[src/rtl/bin_to_bcd_display_pkg.sv]
// bin_to_bcd_display_pkg: display codes, FSM states and BCD sizing shared by the converter
package bin_to_bcd_display_pkg;
  localparam logic [7:0] DISP_BLANK = 8'h0A;
  localparam logic [7:0] DISP_L     = 8'h0B;
  localparam logic [7:0] DISP_P     = 8'h0C;
  localparam logic [7:0] DISP_E     = 8'h0D;
  localparam logic [7:0] DISP_S     = 8'h0E;
  localparam logic [7:0] DISP_F     = 8'h0F;
  typedef enum logic [1:0] {IDLE = 2'd0, CONV = 2'd1, FMT = 2'd2} state_t;
  // Enough nibbles for every digit plus an overflow nibble, and for the full input range.
  function automatic int bcd_nibbles(input int w, input int d);
    int n;
    n = (w * 100 + 331) / 332;
    return (n > d + 1) ? n : d + 1;
  endfunction
endpackage

[src/rtl/bin_to_bcd_display_dd_add3.sv]
// dd_add3: double-dabble correction, adds 3 to a BCD nibble that is 5 or more
module dd_add3 (
  input  logic [3:0] nib,
  output logic [3:0] adj
);
  always_comb adj = (nib >= 4'd5) ? nib + 4'd3 : nib;
endmodule

[src/rtl/bin_to_bcd_display.sv]
// bin_to_bcd_display: iterative double-dabble converter producing blanked 7-segment digit codes
module bin_to_bcd_display
  import bin_to_bcd_display_pkg::*;
#(
  parameter int IN_WIDTH   = 20,
  parameter int NUM_DIGITS = 6,
  parameter int BLANK_LZ   = 1
) (
  input  logic                    clk,
  input  logic                    rst_n,
  input  logic                    start,
  input  logic [IN_WIDTH-1:0]     value,
  output logic                    ready,
  output logic                    done,
  output logic                    overflow,
  output logic [8*NUM_DIGITS-1:0] disp_codes
);
  localparam int BCD_N = bcd_nibbles(IN_WIDTH, NUM_DIGITS);
  localparam int BCD_W = 4 * BCD_N;
  localparam int CW    = $clog2(IN_WIDTH + 1);
  state_t                  state, state_n;
  logic [IN_WIDTH-1:0]     shift_reg;
  logic [BCD_W-1:0]        bcd_reg, bcd_adj, bcd_next;
  logic [CW-1:0]           cnt;
  logic                    last, ovf_fmt;
  logic [NUM_DIGITS:1]     seen;
  logic [8*NUM_DIGITS-1:0] codes_fmt;
  for (genvar g = 0; g < BCD_N; g++) begin : g_add3
    dd_add3 u_add3 (.nib(bcd_reg[4*g+:4]), .adj(bcd_adj[4*g+:4]));
  end
  assign bcd_next = BCD_W'({bcd_adj, shift_reg[IN_WIDTH-1]});
  assign ready    = (state == IDLE);
  assign last     = (state == CONV) && (cnt == CW'(1));
  // Formatting looks at the post-shift value so the codes land together with done.
  assign ovf_fmt  = |bcd_next[BCD_W-1:4*NUM_DIGITS];
  assign seen[NUM_DIGITS] = 1'b0;
  for (genvar d = 0; d < NUM_DIGITS; d++) begin : g_fmt
    if (d == 0) begin : g_lsd
      assign codes_fmt[7:0] = ovf_fmt ? DISP_E : {4'h0, bcd_next[3:0]};
    end else begin : g_upper
      assign seen[d] = seen[d+1] | (|bcd_next[4*d+:4]);
      assign codes_fmt[8*d+:8] = ovf_fmt ? DISP_BLANK :
                                 (BLANK_LZ != 0 && !seen[d]) ? DISP_BLANK :
                                 {4'h0, bcd_next[4*d+:4]};
    end
  end
  always_comb begin
    state_n = state;
    state_n = (state == IDLE && start) ? CONV :
              last                     ? FMT  :
              (state == FMT)           ? IDLE : state;
  end
  always_ff @(posedge clk or negedge rst_n) begin
    if (!rst_n) begin
      state      <= IDLE;
      shift_reg  <= '0;
      bcd_reg    <= '0;
      cnt        <= '0;
      done       <= 1'b0;
      overflow   <= 1'b0;
      disp_codes <= {NUM_DIGITS{DISP_BLANK}};
    end else begin
      state <= state_n;
      done  <= last;
      if (state == IDLE && start) begin
        shift_reg <= value;
        bcd_reg   <= '0;
        cnt       <= CW'(IN_WIDTH);
      end else if (state == CONV) begin
        shift_reg <= shift_reg << 1;
        bcd_reg   <= bcd_next;
        cnt       <= cnt - CW'(1);
      end
      if (last) begin
        disp_codes <= codes_fmt;
        overflow   <= ovf_fmt;
      end
    end
  end
endmodule

[config.mk]
export PLATFORM = sky130hd
export DESIGN_NAME = bin_to_bcd_display
export DESIGN_NICKNAME = d
export VERILOG_FILES = /design/src/rtl/bin_to_bcd_display_pkg.sv /design/src/rtl/bin_to_bcd_display_dd_add3.sv /design/src/rtl/bin_to_bcd_display.sv
export SDC_FILE = /design/constraint.sdc
export NUM_CORES = 1
export LEC_CHECK = 0
export CAP_MARGIN = 20
export CORE_ASPECT_RATIO = 1.1
export CORE_MARGIN = 10
export CORE_UTILIZATION = 53
export CTS_CLUSTER_SIZE = 28
export DETAILED_ROUTE_END_ITERATION = 10
export GPL_ROUTABILITY_DRIVEN = 0
export MAX_ROUTING_LAYER = met4
export PLACE_DENSITY_LB_ADDON = 0.05
export SLEW_MARGIN = 20
export SYNTH_ARGS = -nofsm -noshare
export SYNTH_HDL_FRONTEND = slang
export SYNTH_SLANG_ARGS = --single-unit
[constraint.sdc]
create_clock -name clk -period 2.8 [get_ports clk]
set_input_delay 0.56 -clock clk [delete_from_list [all_inputs] [get_ports clk]]
set_output_delay 0.56 -clock clk [all_outputs]
set_load 0.1 [all_outputs]
Word level (Yosys, flattened, before mapping):

Index checks and enable logic that the tools add are counted.

* register bits: 105
* bits of input ports: 23
* output and inout port bits: 51
* word-level logic and storage cells: 67

* add/subtract/negate cells: 8
* $lt $le $gt $ge: 7
* equal/unequal tests: 3
* multiplexer cells: 27
* bitwise logic cells: 4
* reduce and logical (&&, ||, !) cells: 11

Operator list (number)
* $mux W4: 17
* $mux W28: 2
* $mux W20: 2
* $ge A4 B3 Y1 const B: 7
* $add A4 B2 Y4 const B: 6
* $reduce_or A4 Y1: 6
* $mux W5: 2
* $mux W2: 3
* $eq A5 B1 Y1 const B: 1
* $sub A5 B1 Y5 const B: 1
* $or A1 B1 Y1: 4
* $add A3 B2 Y3 const B: 1
* $mux W3: 1
* $reduce_bool A3 Y1: 1
* $eq A2 B1 Y1 const B: 1
* $eq A2 B2 Y1 const B: 1
* $logic_and A1 B1 Y1: 2
* $logic_not A2 Y1: 1
* $reduce_bool A2 Y1: 1

Longest topological paths before layout:

* word-level depth: 9
* depth in mapped cells: 8

Cells and area by module:

From an unflattened synthesis, not the netlist that was laid out.

* cell total of the unflattened synthesis: 456
* area total of the unflattened synthesis: 4187.8 um^2

Modules (own cells, without submodules)
* bin_to_bcd_display: instances 1, cells an instance 344, area an instance 3478.3 um^2, sequential area each 2042.0 um^2
* dd_add3: instances 7, cells an instance 16, area an instance 101.3 um^2, sequential area each 0.0 um^2

Least setup slack after synthesis:

No wires, ideal clock.

* kind: register to register
* start: register state[0]
* end: register bcd_reg[20]
* library setup time: 0.133 ns
* data arrival time: 2.632 ns
* data required time: 2.667 ns
* path slack: 0.035 ns
* cell stages (with the launch flop): 6
* buffers on the path: 1
* period minus slack after synthesis: 2.765 ns
* cells stage by stage: dfrtp_1 -> nor2_1 -> nand2_1 -> clkbuf_1 -> nand3_1 -> o21ai_0

* word-level cells in the longest chain between the ends: 3
* elaborated cells on any way between the ends: 5
* classes of those cells: 1 x eq/ne; 1 x mux; 3 x reduce/logical

Ends and longest elaborated chain
* from (decl): line bin_to_bcd_display.sv:21 `state_t state, state_n;`
* from (signal assigned): line bin_to_bcd_display.sv:63 `state <= state_n;`
* $logic_not A2 Y1 (*)
* net ready: line bin_to_bcd_display.sv:13 `output logic ready,`
* $logic_and A1 B1 Y1 (*): line bin_to_bcd_display.sv:65 `if (state == IDLE && start) begin`
* $mux W28 / $reduce_bool A2 Y1 (equally long branches)
* to (signal assigned): line bin_to_bcd_display.sv:71 `bcd_reg <= bcd_next;`
* to (decl): line bin_to_bcd_display.sv:23 `logic [BCD_W-1:0] bcd_reg, bcd_adj, bcd_next;`

The timed path passes the listed nets; every way through them passes the cells marked *.
A chain may end at the register's enable or synchronous reset.

Worst setup path in the final report:

* start: register bcd_reg[20]
* end: register disp_codes[9]

* word-level cells in the longest chain between the ends: 9
* elaborated cells on any way between the ends: 11
* classes of those cells: 1 x add/sub; 1 x order compare; 3 x mux; 4 x bitwise; 2 x reduce/logical

Ends and longest elaborated chain
* $add A4 B2 Y4 / $ge A4 B3 Y1 (equally long branches): line bin_to_bcd_display_dd_add3.sv:6 `always_comb adj = (nib >= 4'd5) ? nib + 4'd3 : nib;`
* $mux W4 (*): line bin_to_bcd_display_dd_add3.sv:6
* $reduce_or A4 Y1: line bin_to_bcd_display.sv:41 `assign seen[d] = seen[d+1] | (|bcd_next[4*d+:4]);`
* $or A1 B1 Y1 (4 in series): line bin_to_bcd_display.sv:41
* $mux W4: line bin_to_bcd_display.sv:43 `(BLANK_LZ != 0 && !seen[d]) ? DISP_BLANK :`
* $mux W4 (*): line bin_to_bcd_display.sv:42 `assign codes_fmt[8*d+:8] = ovf_fmt ? DISP_BLANK :`
* to (signal assigned): line bin_to_bcd_display.sv:61 `disp_codes <= {NUM_DIGITS{DISP_BLANK}};`
* to (signal assigned): line bin_to_bcd_display.sv:75 `disp_codes <= codes_fmt;`
* to (decl): line bin_to_bcd_display.sv:16 `output logic [8*NUM_DIGITS-1:0] disp_codes`

Every way passes the cells marked *; elsewhere a longest branch is shown, timed or not.

==> metrics <==
first-pass GRT wire length=15.6 mm; post-synthesis sequential area ratio=0.494; Slew Viols, Final=0; DIE WIDTH=104 um; clock skew=about 6.4 ps; Nets=523; Tcrit/Tclk final=0.910; H-tree level count=3; Tmin final=about 2500 ps; Cell Rows=33; Clock transition at path regs=roughly 80 ps; crit path DAT=around 2800 ps; Inst Count DP=578; total number of vias=3135; max FFs per register=28; GRT Util Overall=0.163; CTS sink count=between 80 and 90; Pwr per Cell Area=1260 mW/mm2; placed instance area=0.00459 mm2; CTS resizes=0; maxcap violations=0; RSZ-0062 raised after global routing=false; Setup-failing EPs final=0; Crit path required time=around 3100 ps; synthesis-to-layout area growth=16.2%; Routed WL=approximately 8.8 mm; Final ANT Viol Nets=0; fmax=~390 MHz; hold buffer count at CTS=0; outcome=completed; Critical Path Fanout Max=5; syn avg cell area=~9.5 um2; # IOs=74; area of the multi-input gates=~0.0019 mm2; Total Neg Setup Slack=0 ps; kind of critical path=flip-flop to flip-flop; DR pass1 iterations=4; filler instances=around 680; top cells by area, synth=dfrtp_1, dfstp_2, nand2_1, o21ai_0, ha_1; setup bufs post-CTS=0; CP max stage delay=590 ps; Yosys warning total=0; crit-path cells=inv_1, ha_1, nand2b_1, a21oi_1, mux2i_1, o2111ai_2, or4_1, a31oi_1; Relative slew margins=0.666; CORE AREA=roughly 0.0075 mm2; Synth cell types=44; slew at the pin with the worst max-slew slack=500 ps; final non-filler cell total=between 500 and 600; HP Class=input pin to asynchronous set/reset pin; Yosys top cell by area=dfrtp_1; CP max stage cell=or4_1; drt via density=5.28; Starting Density=0.550; post-synthesis cell area=between 0.004 and 0.005 mm2; antenna diode count=0; detailed router's first-iteration violation count=84; Die Span Y=roughly 110 um; clock root cell=clkbuf_8; DP HPWL=about 6.4 mm; CP bufs+invs=1; largest net degree at the start of global routing=56; clk_lat worst skew=~350 ps; Synth Flop Type=dfrtp_1; number of global-route vias before repair=roughly 3300; EDFF count, synth=0; Leak=0.00218 uW; Overflow after GRT=0; CTS tree=yes; initial antenna violation count=0; TritonCTS buffer count=9; Design Area, Final=roughly 0.0048 mm2; Synth Instances=around 440; # DRC=0; asr flop ratio synth=1.00; CP top delay family=compound AO/OA/AOI/OAI gates; input/output buffers=roughly 50; Critical Path End Type=flip-flop; area of the die=0.0117 mm2; layout cell share with drive strength beyond 1=0.164; routed length per placed instance=between 10 and 15 um; maximum vdd drop=roughly 0.5 mV; area share of the largest cell type after synthesis=0.418; clock buffer depth=2; Reg area=about 0.0020 mm2; Final Hold Vio Count=0; synthesized flop and latch total=roughly 80; Startpoint Class=flip-flop
[synth_stat cells (all sizes together) (5+ instances only)]
master / n
nand2: 71
dfrtp: 69
o21ai: 51
nand3: 25
a21oi: 24
buf: 24
inv: 20
a22oi: 19
clkbuf: 19
ha: 16
dfstp: 12
nor2: 12
nor3b: 11
nand2b: 8
xnor2: 7
nor3: 6
mux2: 5
[logic make-up (layout without fill, tap and decap cells)]
kind of cell	count (synthesis)	count (layout)	share of synthesized area
AO/OA/AOI/OAI	110	110	0.164
other	1	24	0.000908
AND/OR/NAND/NOR	151	151	0.180
adder cells (fa/ha/maj)	16	16	0.0485
flip-flops	81	81	0.494
XOR/XNOR	7	7	0.0148
buffers and inverters	63	93	0.0791
multiplexers	7	7	0.0185
[per-stage QoR]
step / utilization / setup WS [ps] / hold slack, ps / total power, uW
after floorplan: - / 34.5 / 264 / 4500
after global placement: 0.611 / 352 / 462 / 5110
after detailed placement: 0.611 / 273 / 465 / 5210
after CTS: 0.639 / 248 / 177 / 6110
after global routing: 0.639 / 40.1 / 193 / 6590
final: 0.639 / 253 / 164 / 6050
[placed cells by master (no fill, tap or decap), drive strengths merged, types with 5 or more instances in the layout]
cell type      netlist  final
nand2               71     71
dfstp               12     12
ha                  16     16
mux2                 5      5
o21ai               51     51
buf                 24     36
nor3b               11     11
clkdlybuf4s50        0     21
dfrtp               69     69
xnor2                7      7
clkbuf              19     14
nor3                 6      6
conb                 1     24
nand3               25     25
a21oi               24     24
a22oi               19     19
nor2                12     12
nand2b               8      8
inv                 20     20
[area by class of cell]
type,count,area share
clock buffers,14,0.0360
clock inverters,2,0.00730
inverters,20,0.0156
multi-input cells,315,0.386
flip-flops and latches,81,0.425
well taps,105,0.0274
repair buffers,57,0.103
[report_power, final]
group | leakage (uW) | internal (uW) | total, uW | switching, uW
clock network | 0.000107 | 485 | 883 | 398
logic | 0.00108 | 1050 | 3170 | 2120
registers | 0.000991 | 1650 | 2000 | 354
total | 0.00218 | 3180 | 6050 | 2870
[layer usage]
metal	share of wire	global-route usage	wire, um	vias to the layer above
li1	-	-	-	1561
met1	0.45	0.189	4000	1492
met2	0.49	0.274	4310	75
met3	0.047	0.0441	413	7
met4	0.0099	0.0409	87	0
met5	0	-	0	-
[final timing paths]
kind | from | endpoint | slack, ps | depth (start not counted)
worst max-delay path | bcd_reg[20] | disp_codes[9] | 250 | 8
worst min-delay path | rst_n | bcd_reg[23] | 160 | 1
worst max register to register | bcd_reg[20] | disp_codes[9] | 250 | 8
worst min register to register | disp_codes[26] | disp_codes[26] | 480 | 2
max in group asynchronous | rst_n | disp_codes[35] | 1980 | 2
min in group clk | disp_codes[26] | disp_codes[26] | 480 | 2
Note: power is estimated with default switching activity, not from simulation.
